--- config.mk ---
export PLATFORM = sky130hd
export DESIGN_NAME = group_quorum_detector_flat
export DESIGN_NICKNAME = d
export VERILOG_FILES = /design/src/rtl/group_quorum_detector_if.sv /design/src/rtl/group_quorum_detector.sv /design/src/flat_wrapper.sv
export SDC_FILE = /design/constraint.sdc
export NUM_CORES = 1
export LEC_CHECK = 0
export BUFFER_PORTS_ARGS = -buffer_cell sky130_fd_sc_hd__buf_2
export CAP_MARGIN = 20
export CELL_PAD_IN_SITES_DETAIL_PLACEMENT = 2
export CELL_PAD_IN_SITES_GLOBAL_PLACEMENT = 2
export CORE_MARGIN = 5
export CORE_UTILIZATION = 33
export CTS_BUF_LIST = sky130_fd_sc_hd__clkbuf_4 sky130_fd_sc_hd__clkbuf_8 sky130_fd_sc_hd__clkbuf_16
export DETAILED_ROUTE_END_ITERATION = 8
export HOLD_SLACK_MARGIN = 0.06
export PLACE_DENSITY_LB_ADDON = 0.1
export SYNTH_ARGS = -nofsm -noshare
export SYNTH_HDL_FRONTEND = slang
export SYNTH_SLANG_ARGS = --single-unit
--- constraint.sdc ---
create_clock -name clk -period 5.37 [get_ports clk]
set_input_delay 0 -clock clk [delete_from_list [all_inputs] [get_ports clk]]
set_output_delay 0 -clock clk [all_outputs]
set_load 0.05 [all_outputs]
--- src/rtl/group_quorum_detector_if.sv ---
// rtl/group_quorum_detector_if.sv - sign-up window control, member inputs and decision outputs
interface group_quorum_detector_if #(
    parameter int NH = 4,
    parameter int NB = 4
);
    localparam int HW = $clog2(NH + 1);
    localparam int BW = $clog2(NB + 1);

    logic          start;
    logic          close;
    logic [NH-1:0] h;
    logic [NB-1:0] b;
    logic [HW-1:0] hcount;
    logic [BW-1:0] bcount;
    logic          busy;
    logic          done;
    logic          p;

    modport master (
        output start, close, h, b,
        input  hcount, bcount, busy, done, p
    );

    modport slave (
        input  start, close, h, b,
        output hcount, bcount, busy, done, p
    );
endinterface

--- src/rtl/group_quorum_detector.sv ---
// rtl/group_quorum_detector.sv - windowed two-group quorum detector with sticky per-member sign-up
module group_quorum_detector #(
    parameter int NH  = 4,
    parameter int NB  = 4,
    parameter int QH  = 1,
    parameter int QB  = 1,
    parameter int WIN = 16
) (
    input  logic                  clk,
    input  logic                  rst,
    group_quorum_detector_if.slave bus
);
    localparam int CW = (WIN > 1) ? $clog2(WIN) : 1;
    localparam int HW = $clog2(NH + 1);
    localparam int BW = $clog2(NB + 1);

    typedef enum logic [1:0] {IDLE, OPEN, DONE} state_t;

    state_t        state, state_nxt;
    logic [NH-1:0] hmem, hmem_nxt;
    logic [NB-1:0] bmem, bmem_nxt;
    logic [CW-1:0] cnt, cnt_nxt;
    logic          p, p_nxt;

    function automatic logic [HW-1:0] hpop(input logic [NH-1:0] v);
        logic [HW-1:0] n;
        n = '0;
        for (int i = 0; i < NH; i++) n = n + HW'(v[i]);
        return n;
    endfunction

    function automatic logic [BW-1:0] bpop(input logic [NB-1:0] v);
        logic [BW-1:0] n;
        n = '0;
        for (int i = 0; i < NB; i++) n = n + BW'(v[i]);
        return n;
    endfunction

    always_ff @(posedge clk) begin
        if (rst) begin
            state <= IDLE;
            hmem  <= '0;
            bmem  <= '0;
            cnt   <= '0;
            p     <= 1'b0;
        end else begin
            state <= state_nxt;
            hmem  <= hmem_nxt;
            bmem  <= bmem_nxt;
            cnt   <= cnt_nxt;
            p     <= p_nxt;
        end
    end

    always_comb begin
        state_nxt = state;
        hmem_nxt  = hmem;
        bmem_nxt  = bmem;
        cnt_nxt   = cnt;
        p_nxt     = p;
        case (state)
            IDLE: begin
                if (bus.start) begin
                    hmem_nxt  = '0;
                    bmem_nxt  = '0;
                    cnt_nxt   = '0;
                    p_nxt     = 1'b0;
                    state_nxt = OPEN;
                end
            end
            OPEN: begin
                hmem_nxt = hmem | bus.h;
                bmem_nxt = bmem | bus.b;
                // Decision uses the membership being written on the exit edge.
                if (cnt == CW'(WIN - 1) || bus.close) begin
                    p_nxt     = (int'(hpop(hmem_nxt)) >= QH) && (int'(bpop(bmem_nxt)) >= QB);
                    state_nxt = DONE;
                end else begin
                    cnt_nxt = cnt + CW'(1);
                end
            end
            DONE:    state_nxt = IDLE;
            default: state_nxt = IDLE;
        endcase
    end

    assign bus.hcount = hpop(hmem);
    assign bus.bcount = bpop(bmem);
    assign bus.busy   = (state == OPEN);
    assign bus.done   = (state == DONE);
    assign bus.p      = p;
endmodule

--- src/flat_wrapper.sv ---
// flat-port wrapper written by rule: the top's interface ports become plain ports
module group_quorum_detector_flat 
#(
    parameter int NH  = 4,
    parameter int NB  = 4,
    parameter int QH  = 1,
    parameter int QB  = 1,
    parameter int WIN = 16
)
  (clk, rst, bus_start, bus_close, bus_h, bus_b, bus_hcount, bus_bcount, bus_busy, bus_done, bus_p);
  group_quorum_detector_if #(.NH(NH), .NB(NB)) bus_i ();
  input  logic clk;
  input  logic rst;
  input wire logic [$bits(bus_i.start)-1:0] bus_start;
  input wire logic [$bits(bus_i.close)-1:0] bus_close;
  input wire logic [$bits(bus_i.h)-1:0] bus_h;
  input wire logic [$bits(bus_i.b)-1:0] bus_b;
  output wire logic [$bits(bus_i.hcount)-1:0] bus_hcount;
  output wire logic [$bits(bus_i.bcount)-1:0] bus_bcount;
  output wire logic [$bits(bus_i.busy)-1:0] bus_busy;
  output wire logic [$bits(bus_i.done)-1:0] bus_done;
  output wire logic [$bits(bus_i.p)-1:0] bus_p;
  assign bus_i.start = bus_start;
  assign bus_i.close = bus_close;
  assign bus_i.h = bus_h;
  assign bus_i.b = bus_b;
  assign bus_hcount = bus_i.hcount;
  assign bus_bcount = bus_i.bcount;
  assign bus_busy = bus_i.busy;
  assign bus_done = bus_i.done;
  assign bus_p = bus_i.p;
  group_quorum_detector #(.NH(NH), .NB(NB), .QH(QH), .QB(QB), .WIN(WIN)) u_core (.clk(clk), .rst(rst), .bus(bus_i));
endmodule
==> summary.md <==
| Metric | Value |
|---|---|
| Most frequent cells in the layout | `buf_2 (20), dfxtp_1 (15), ha_1 (11)` |
| Max incr delay on CP | `0.55 ns` |
| Synth async-reset ratio | `0%` |
| Vias in the first global route | `896` |
| Yosys top cell area share | `34.0%` |
| Distinct cell type count after synthesis | `28` |
| WS Path Type | `in2reg` |
| Cell Chain, Critical Path | `dlygate4sd3_1 -> buf_2 -> or2_2 -> ha_1 -> fa_1 -> inv_1 -> ha_1 -> or3b_2 -> a22oi_1 -> a32o_1` |
| Slew HR | `43.0%` |
| Sinks on Clock Net | `15` |
| Worst hold path class | `in2reg` |
| DRC Markers | `0` |
| Seq/Total Area, Yosys | `34.0%` |
| Fin worst setup slack | `2.91 ns` |
| Synthesis-to-finish area growth | `28.9%` |
| Via count | `790` |
| Core box area | `0.00252 sq mm` |
| Main synth FF type | `dfxtp_1` |
| Final ANT Viol Nets | `0` |
| Worst-Margin Slew | `0.854 ns` |
| Layout cells sized above 1 | `28.5%` |
| Period minus WS final | `2.46 ns` |
| Avg Inst Size Synth | `9.59 sq um` |
| Input/output buffers | `20` |
| Most frequent CP cell | `ha_1` |
| Post-Route WL | `2470 um` |
| Post-Syn Area | `882 sq um` |
| Critical path data required time | `5.60 ns` |
| Post-route cell area | `0.00114 sq mm` |
| Drt first pass iters | `4` |
| Total GRT Usage | `15.5%` |
| Post-Synthesis Cells | `92` |
| Worst setup SP type | `input port` |
| Die ar. | `0.00381 sq mm` |
| Max IR drop VDD | `0.142 mV` |
| Most common cell after layout, fill and taps aside | `buf_2` |
| GPL Wtd Cong | `0.721` |
| HPWL after DPL | `1830 um` |
| I/O pin cnt | `21` |
| CP max FO | `2` |
| Nets | `151` |
| Bufs on Longest Clock Path | `2` |
| Synth Register Bits | `15` |
| Largest net degree at the start of global routing | `11` |
| Initial antenna violation count | `0` |
| Syn_nets | `119` |
| Die Wd | `61.7 um` |
| Clk_skew | `0.00250 ns` |
| Die Y | `61.7 um` |
| Placement Setup Slack | `2.94 ns` |
| Core Rows | `18` |
| TritonCTS buffer count | `3` |
| GRT overflow | `0` |
| WP data arrival | `2.70 ns` |
| Antenna cells | `0` |
| Wire per inst | `16.1 um` |
| Max-cap violations | `0` |
| Placed insts | `139` |
| Setup_tns | `0 ns` |
| Max-slew violations | `0` |
| Post-route insts no fill | `153` |
| CTS root buf | `clkbuf_4` |
| Leakage power | `0.553 nW` |
| Count of final setup violators | `0` |
| Placed inst area | `0.00101 sq mm` |
| RSZ-0062 raised after global routing | `no` |
| CTS tree | `done` |
| Max Freq | `406 MHz` |
| H-tree levels | `1` |
| Final hold violation count | `0` |
| Via density | `5.16` |
| EDFF count, synth | `0` |
| Status | `finished clean` |
| Critical path capture point type | `flop` |
| Ranking of synthesized cells by area | `dfxtp_1 (34%), ha_1 (16%), fa_1 (9.1%), or2_2 (5.7%), a21oi_1 (5.1%)` |
| Detailed Route Iter0 Violations | `12` |
| Yosys warns | `0` |
| Starting Density | `35.0%` |
| Clk slew on worst S/H paths | `0.09 ns` |
| Yosys top cell by area | `dfxtp_1` |
| Power Density | `231 mW/mm^2` |
| # Post-CTS Setup Buffers | `0` |
| Tcrit/Tclk final | `45.8%` |
| Slowest CP cell | `dlygate4sd3_1` |
| First-pass GRT wire length | `4220 um` |
| Worst skew pair latency | `0.28 ns` |
[cell usage after synthesis, types with 2 or more instances]
cell type and count:
a21oi_1 9, clkbuf_1 2, dfxtp_1 15, fa_1 4, ha_1 11, inv_1 6
nand3_1 4, nor2_1 10, o2111ai_1 2, o21a_1 2, or2_2 8, or3b_2 3
[critical path: cells and delay by family]
kind / cells / cell delay (ns)
adders and majority gates: 3 / 0.90
AOI/OAI and AO/OA: 2 / 0.32
and+or+nand+nor: 2 / 0.73
buffers and inverters: 3 / 0.75
[cell families after synthesis]
logic type      Yosys count  synth area share [%]
buf+inv                   9                  3.97
fa+ha+maj                15                  24.7
simple gates             35                  23.7
flops                    15                  34.0
compound gates           18                  13.6
[metrics by stage]
step / power [mW] / hold slack [ns] / utilization, %
floorplan: 0.170 / 0.0691 / -
global placement: 0.186 / 0.238 / 39.9
detailed placement: 0.189 / 0.254 / 39.9
CTS: 0.268 / 0.231 / 45.1
global route: 0.286 / 0.243 / 45.1
finish: 0.263 / 0.236 / 45.1
[cell type report]
class	count	area [sq um]
Clock buffer	4	30.0
Inverter	6	22.5
Fill cell	304	1390
Sequential cell	15	300
Multi-Input combinational cell	68	547
Tap cell	30	37.5
Timing Repair Buffer	30	200
[power breakdown]
part | leakage (nW) | total (mW) | internal (mW) | switching, mW
Combinational | 0.412 | 0.0711 | 0.0293 | 0.0417
Sequential | 0.122 | 0.120 | 0.116 | 0.00424
Clock | 0.0184 | 0.0718 | 0.0339 | 0.0379
Total | 0.553 | 0.263 | 0.179 | 0.0838
[state kept, by name, indices dropped and copies added, names as in the netlist]
| signal | cells |
|---|---|
| u_core.bmem | 4 |
| u_core.bus.p | 1 |
| u_core.cnt | 4 |
| u_core.hmem | 4 |
| u_core.state | 2 |
[worst paths after layout]
check | start | to | slack, ns | cells after the start
setup / recovery | bus_h[1] | u_core.bus.p | 2.91 | 10
hold / removal | bus_start | u_core.bus.p | 0.24 | 3
setup reg to reg | u_core.hmem[1] | u_core.bus.p | 2.93 | 8
hold reg to reg | u_core.bmem[1] | u_core.bmem[1] | 0.51 | 2
[what timing repair did]
| action | CTS | global route |
|---|---|---|
| endpoints found under the hold margin | 10 | 0 |
| hold buffers | 10 | 0 |
| resized for setup | 0 | 0 |
| setup endpoints to repair | 0 | 0 |
[per-layer routing]
metal | global-route usage, % | wire length (um)
met1 | 18.7 | 1120
met2 | 26.5 | 1210
met3 | 4.75 | 120
met4 | 4.55 | 19
met5 | 0 | 0
Power figures use the tool's default switching activity.
